### config.mk
export PLATFORM = sky130hd
export DESIGN_NAME = piso_tx_sched
export DESIGN_NICKNAME = d
export VERILOG_FILES = /design/src/rtl/piso_tx_sched.sv
export SDC_FILE = /design/constraint.sdc
export NUM_CORES = 1
export LEC_CHECK = 0
export ABC_CLOCK_PERIOD_IN_PS = 3800
export CORE_MARGIN = 1.5
export CORE_UTILIZATION = 52
export CTS_CLUSTER_DIAMETER = 150
export CTS_CLUSTER_SIZE = 16
export DETAILED_ROUTE_END_ITERATION = 6
export PLACE_DENSITY = 0.94
export SKIP_LAST_GASP = 1
export SYNTH_ARGS = -nofsm -noshare
export SYNTH_HDL_FRONTEND = slang
export SYNTH_SLANG_ARGS = --single-unit
export TNS_END_PERCENT = 20
### constraint.sdc
create_clock -name clock -period 3.8 [get_ports clock]
set_input_delay 0.38 -clock clock [delete_from_list [all_inputs] [get_ports clock]]
set_output_delay 0.38 -clock clock [all_outputs]
set_load 0.03 [all_outputs]
### src/rtl/piso_tx_sched.sv
// Round-robin transmit scheduler for a WIDTH-bit PISO: grants one of two word sources,
// drives the PISO load/din, then flags valid/last/source for each serial bit on dout.
module piso_tx_sched #(
    parameter int unsigned WIDTH = 4,
    parameter int unsigned GAP   = 1
) (
    input  logic             clock,
    input  logic             rst,
    input  logic             req0,
    input  logic [WIDTH-1:0] data0,
    output logic             ack0,
    input  logic             req1,
    input  logic [WIDTH-1:0] data1,
    output logic             ack1,
    output logic             piso_load,
    output logic [WIDTH-1:0] piso_din,
    output logic             tx_valid,
    output logic             tx_last,
    output logic             tx_src,
    output logic             busy
);

    localparam int unsigned     CntW    = $clog2(WIDTH + 1);
    localparam logic [CntW-1:0] LastBit = CntW'(WIDTH - 1);
    localparam logic [3:0]      GapLast = 4'(GAP - 1);

    typedef enum logic [1:0] {StIdle, StLoad, StShift, StGap} state_e;

    state_e           state_q, state_d;
    logic [CntW-1:0]  bit_cnt_q, bit_cnt_d;
    logic [3:0]       gap_cnt_q, gap_cnt_d;
    logic             last_src_q, last_src_d;
    logic             ack0_q, ack0_d;
    logic             ack1_q, ack1_d;
    logic             piso_load_q, piso_load_d;
    logic [WIDTH-1:0] piso_din_q, piso_din_d;
    logic             tx_valid_q, tx_valid_d;
    logic             tx_last_q, tx_last_d;
    logic             tx_src_q, tx_src_d;
    logic             busy_q, busy_d;
    logic             any_req;
    logic             winner;

    always_comb begin
        any_req     = req0 | req1;
        // On a tie the source that did not win last time goes next.
        winner      = (req0 & req1) ? ~last_src_q : req1;
        state_d     = state_q;
        bit_cnt_d   = bit_cnt_q;
        gap_cnt_d   = gap_cnt_q;
        last_src_d  = last_src_q;
        piso_din_d  = piso_din_q;
        tx_src_d    = tx_src_q;
        ack0_d      = 1'b0;
        ack1_d      = 1'b0;
        piso_load_d = 1'b0;

        unique case (state_q)
            StIdle: begin
                if (any_req) begin
                    state_d     = StLoad;
                    piso_load_d = 1'b1;
                    ack0_d      = ~winner;
                    ack1_d      = winner;
                    piso_din_d  = winner ? data1 : data0;
                    tx_src_d    = winner;
                    last_src_d  = winner;
                end
            end
            StLoad: begin
                state_d   = StShift;
                bit_cnt_d = '0;
            end
            StShift: begin
                if (bit_cnt_q == LastBit) begin
                    state_d   = (GAP > 0) ? StGap : StIdle;
                    bit_cnt_d = '0;
                    gap_cnt_d = '0;
                end else begin
                    bit_cnt_d = bit_cnt_q + 1'b1;
                end
            end
            StGap: begin
                if (gap_cnt_q == GapLast) begin
                    state_d = StIdle;
                end else begin
                    gap_cnt_d = gap_cnt_q + 1'b1;
                end
            end
            default: state_d = StIdle;
        endcase

        // Status outputs are registered from the next state so they align with dout.
        tx_valid_d = (state_d == StShift);
        tx_last_d  = tx_valid_d && (bit_cnt_d == LastBit);
        busy_d     = (state_d != StIdle);
    end

    always_ff @(posedge clock) begin
        if (rst) begin
            state_q     <= StIdle;
            bit_cnt_q   <= '0;
            gap_cnt_q   <= '0;
            last_src_q  <= 1'b1;
            ack0_q      <= 1'b0;
            ack1_q      <= 1'b0;
            piso_load_q <= 1'b0;
            piso_din_q  <= '0;
            tx_valid_q  <= 1'b0;
            tx_last_q   <= 1'b0;
            tx_src_q    <= 1'b0;
            busy_q      <= 1'b0;
        end else begin
            state_q     <= state_d;
            bit_cnt_q   <= bit_cnt_d;
            gap_cnt_q   <= gap_cnt_d;
            last_src_q  <= last_src_d;
            ack0_q      <= ack0_d;
            ack1_q      <= ack1_d;
            piso_load_q <= piso_load_d;
            piso_din_q  <= piso_din_d;
            tx_valid_q  <= tx_valid_d;
            tx_last_q   <= tx_last_d;
            tx_src_q    <= tx_src_d;
            busy_q      <= busy_d;
        end
    end

    assign ack0      = ack0_q;
    assign ack1      = ack1_q;
    assign piso_load = piso_load_q;
    assign piso_din  = piso_din_q;
    assign tx_valid  = tx_valid_q;
    assign tx_last   = tx_last_q;
    assign tx_src    = tx_src_q;
    assign busy      = busy_q;

endmodule

Word-level counts from Yosys, hierarchy flattened:

Index checks and enable logic that the tools add are counted.

* flip-flop bits (word level): 21
* output and inout port bits: 11
* logic and storage cells: 49

* multiplexer cells: 12
* bitwise gates (word level): 6
* equality and inequality tests: 8
* $add $sub $neg: 2
* reductions and logical operators: 9

Operators by type and width (number)
* 2-to-1 mux 4 bit: 3
* case mux 2 bit (4 select lines): 1
* case mux 4 bit (2 select lines): 1
* equality test 2 bit, second input constant: 3
* equality test 3 x 2 -> 1 bit, second input constant: 2
* 2-to-1 mux 2 bit: 3
* case mux 3 bit (2 select lines): 1
* adder 4 x 1 -> 4 bit, second input constant: 1
* zero test 4 bit: 1
* != test 2 bit, second input constant: 2
* inverter 1 bit: 4
* nonzero test 2 bit: 2
* adder 3 x 1 -> 3 bit, second input constant: 1
* 2-to-1 mux 3 bit: 1
* AND reduction 3 bit: 1
* OR reduction 3 bit: 1
* equality test 2 x 1 -> 1 bit, second input constant: 1
* zero test 2 bit: 1
* 2-to-1 mux 1 bit: 2
* AND reduction 2 bit: 1
* OR reduction 2 bit: 1
* bitwise AND 1 bit: 1
* logical AND 1 bit: 1
* bitwise OR 1 bit: 1

Logic depth before layout (Yosys ltp):

* word-level depth: 5
* gate-level depth with buffers: 6

Least setup slack after synthesis:

No wires, ideal clock.

* kind: reg-to-reg
* start point: register state_q[0]
* end point: register tx_last_q, in the netlist tx_last
* path slack: 2.172 ns
* cell stages (with the launch flop): 7
* arrival: 1.524 ns
* cell sequence: dfxtp_1 > inv_1 > ha_1 > nor2_2 > a31oi_1 > o21a_1 > a2111oi_2

* word-level cells in the longest chain between the ends: 4

RTL lines
* start: declaration: line 29 `state_e state_q, state_d;`
* start signal: assignment: line 101 `state_q <= StIdle;`
* start signal: assignment: line 114 `state_q <= state_d;`
* equality test 2 bit, or another cell as far along: line 58 `unique case (state_q)`
* case mux 2 bit (4 select lines) / case mux 3 bit (2 select lines) (equally long branches): line 58
* equality test 2 bit / equality test 3 x 2 -> 1 bit (equally long branches): line 94, 95
* logical AND 1 bit (*): line 95 `tx_last_d = tx_valid_d && (bit_cnt_d == LastBit);`
* end signal: assignment: line 123 `tx_last_q <= tx_last_d;`
* end: declaration: line 38 `logic tx_last_q, tx_last_d;`

Every way passes the cells marked *; elsewhere a longest branch is shown, timed or not.
A chain may end at the register's enable or synchronous reset.

Worst setup path after layout:

Same ends and word-level chain as after synthesis.

==> flow_summary.toml <==
[outcome]
status = "finished, final reports clean"

[finish]
diodes = 0
nFillCells = 127
finalNetCount = 149
fin_area_mm2 = 0.00128
seq_area_um2 = 420
multi_input_area_um2 = 553
drive_gt1_frac = 0.0853
area_delta_synth_final_pct = 26.8

[logic_synthesis]
synth_top_area_frac = 0.417
ys_warn_count = 0
synthAdderAreaFrac = 0.0870
synthTopCellsByArea = "dfxtp_1 42%, ha_1 8.7%, nor2_1 5.2%"
syn_area_per_cell_um2 = 9.59
synth_cell_types = 34
synth_top_family_by_area = "compound AO/OA/AOI/OAI gates"
synth-compound-area-share = 0.204
yosys.area_share.simple = 0.199
synthXorXnorAreaFrac = 0.00870
seq_area_frac_synth = 0.417
netlist_instances = 105
syn_nets = 124
synthesis.area_mm2 = 0.00101
ys_seq_elements = 21
yosys.area.top_type = "dfxtp_1"
synth_mux_area_frac = 0.0509

[timing]
relSlewSlack = 0.561
hold_violations = 0
finalSetupViolCount = 0
fin_crit_sh = 0.502
max_freq_mhz = 525
rsz0062_at_grt = "no"
fin_ws_ps = 1890
tightest_slew_ps = 657
whs_ps = 508
min_period_ps = 1910
tns_ps = 0
skew_ps = 6.00
drv_slew = 0

[global_route]
overflow = 0
grt_pass1_wl_um = 3510
globalRouteTotalUtil = 0.230
grt_pass1_vias = 868
grt_max_degree = 20
grt_antenna_before_repair = 0

[drt]
dr_wl_met2_um = 1110
post_drt_via_cell_ratio = 5.70
wl_met3_um = 133
antenna_left = 0
drt-pass1-iter-count = 4
drt-initial-drc-count = 17
wl_met1_um = 850
via_count = 878
maxUsedRoutingLayer = "met4"
wirelength_um = 2210
drc = 0
wire_per_inst_um = 14.3

[critical_path]
cp.arrival_ps = 2100
path_class = "register to register"
cp-start-kind = "register"
critical_path_required_ps = 4000
r2r_setup_slack_ps = 1890
end_kind = "register"
path_max_fanout = 7

[clocking]
clockBufferDepth = 2
cts_setup_buffers = 0
cts-root-buf = "clkbuf_4"
clkLatencyLatePin_ps = 300
cts_max_level = 1
clkTransAtPathRegs_ps = 110
postCtsResizedCells = 0
cts_tree = "yes"
cts_sinks = 21
postCtsHoldBufs = 0
cts_buffers = 3

[placed_design]
dpl_cell_area_mm2 = 0.00125
place_ws_ps = 1770
port_buffers = 22
place_hpwl_um = 1730
globalplace.congestion = 0.801

[power]
leakagePower_nw = 0.477
vdd_drop_max_mv = 0.434
power_density_mw_per_mm2 = 607

[die]
die_h_um = 47.0
rows = 15
start_util = 0.571
dieArea_mm2 = 0.00221
core-area_mm2 = 0.00176
ios = 23
die_x_um = 47.0

[min_path]
hold_class = "register to register"

[run]
cap_violations = 0
[power by group]
| group | internal, mW | switching [mW] |
|---|---|---|
| logic | 0.151 | 0.230 |
| clock network | 0.0409 | 0.0622 |
| registers | 0.266 | 0.0262 |
[placed cells by master, fill, tap and decap left out, types with 4 or more instances in the layout]
cell             count
clkdlybuf4s50_1     22
dfxtp_1             21
nor2_1              14
inv_1                7
ha_1                 7
a21oi_1              5
mux2i_1              4
a211oi_1             4
[metal layers]
metal,GRT usage,up-vias
li1,-,420
met1,0.251,405
met2,0.370,39
met3,0.0654,14
met4,0.183,0
met5,0,-
[per-stage QoR]
step | cells | total power, mW | util
global route | 154 | 0.817 | 0.724
finish | 154 | 0.776 | 0.724
global placement | 150 | 0.653 | 0.709
floorplan | 105 | 0.549 | -
detailed placement | 150 | 0.669 | 0.709
CTS | 154 | 0.776 | 0.724
[logic make-up after synthesis]
group                    Yosys count
AND/OR/NAND/NOR                   36
XOR/XNOR                           1
adder cells (fa/ha/maj)            7
buffers and inverters              9
flip-flops                        21
AO/OA/AOI/OAI                     26
multiplexers                       5
[flip-flops by register name, indices dropped and copies added (netlist names)]
name        flops
last_src_q      1
bit_cnt_q       3
tx_src          1
busy            1
piso_load       1
ack0            1
tx_last         1
gap_cnt_q       4
tx_valid        1
ack1            1
piso_din        4
state_q         2
[cell usage after synthesis]
cell        n
clkbuf_1    2
nor2_1     14
nand2_1     1
a211oi_1    4
dfxtp_1    21
nand3_1     3
a21boi_2    1
a21oi_1     5
nor3b_1     2
xnor2_1     1
and4bb_4    1
nor2b_1     2
a211oi_4    1
a22oi_1     2
inv_1       7
mux2_1      1
or2_1       1
ha_1        7
a2111oi_2   2
and3b_1     1
o21ai_0     1
o21a_1      2
and2_1      1
o21bai_1    1
a31oi_1     3
nor2_2      1
o21ai_1     3
mux2i_1     4
nand4_1     1
nand3b_1    1
nor3_2      1
nand2b_1    3
o31ai_2     1
nor3_1      3
[area by class of cell]
type	instances	area share
Tap cell	25	0.0245
Multi-Input combinational cell	75	0.433
Inverter	7	0.0206
Sequential cell	21	0.329
Timing Repair Buffer	22	0.172
Clock buffer	4	0.0206
[final timing paths]
check                                              start                       end  cells past startpoint
worst min-delay path            piso_din[0]$_SDFFE_PP0P_  piso_din[0]$_SDFFE_PP0P_                      2
worst max-delay path               state_q[0]$_SDFF_PP0_        tx_last$_SDFF_PP0_                      6
worst min register to register  piso_din[0]$_SDFFE_PP0P_  piso_din[0]$_SDFFE_PP0P_                      2
worst max register to register     state_q[0]$_SDFF_PP0_        tx_last$_SDFF_PP0_                      6
[critical path, stage by stage, from the launching register on]
cell,delay (ps)
dfxtp_1,390
inv_1,130
ha_1,340
nor2_2,230
a31oi_1,130
o21a_1,240
a2111oi_2,340
Power figures use the tool's default switching activity.
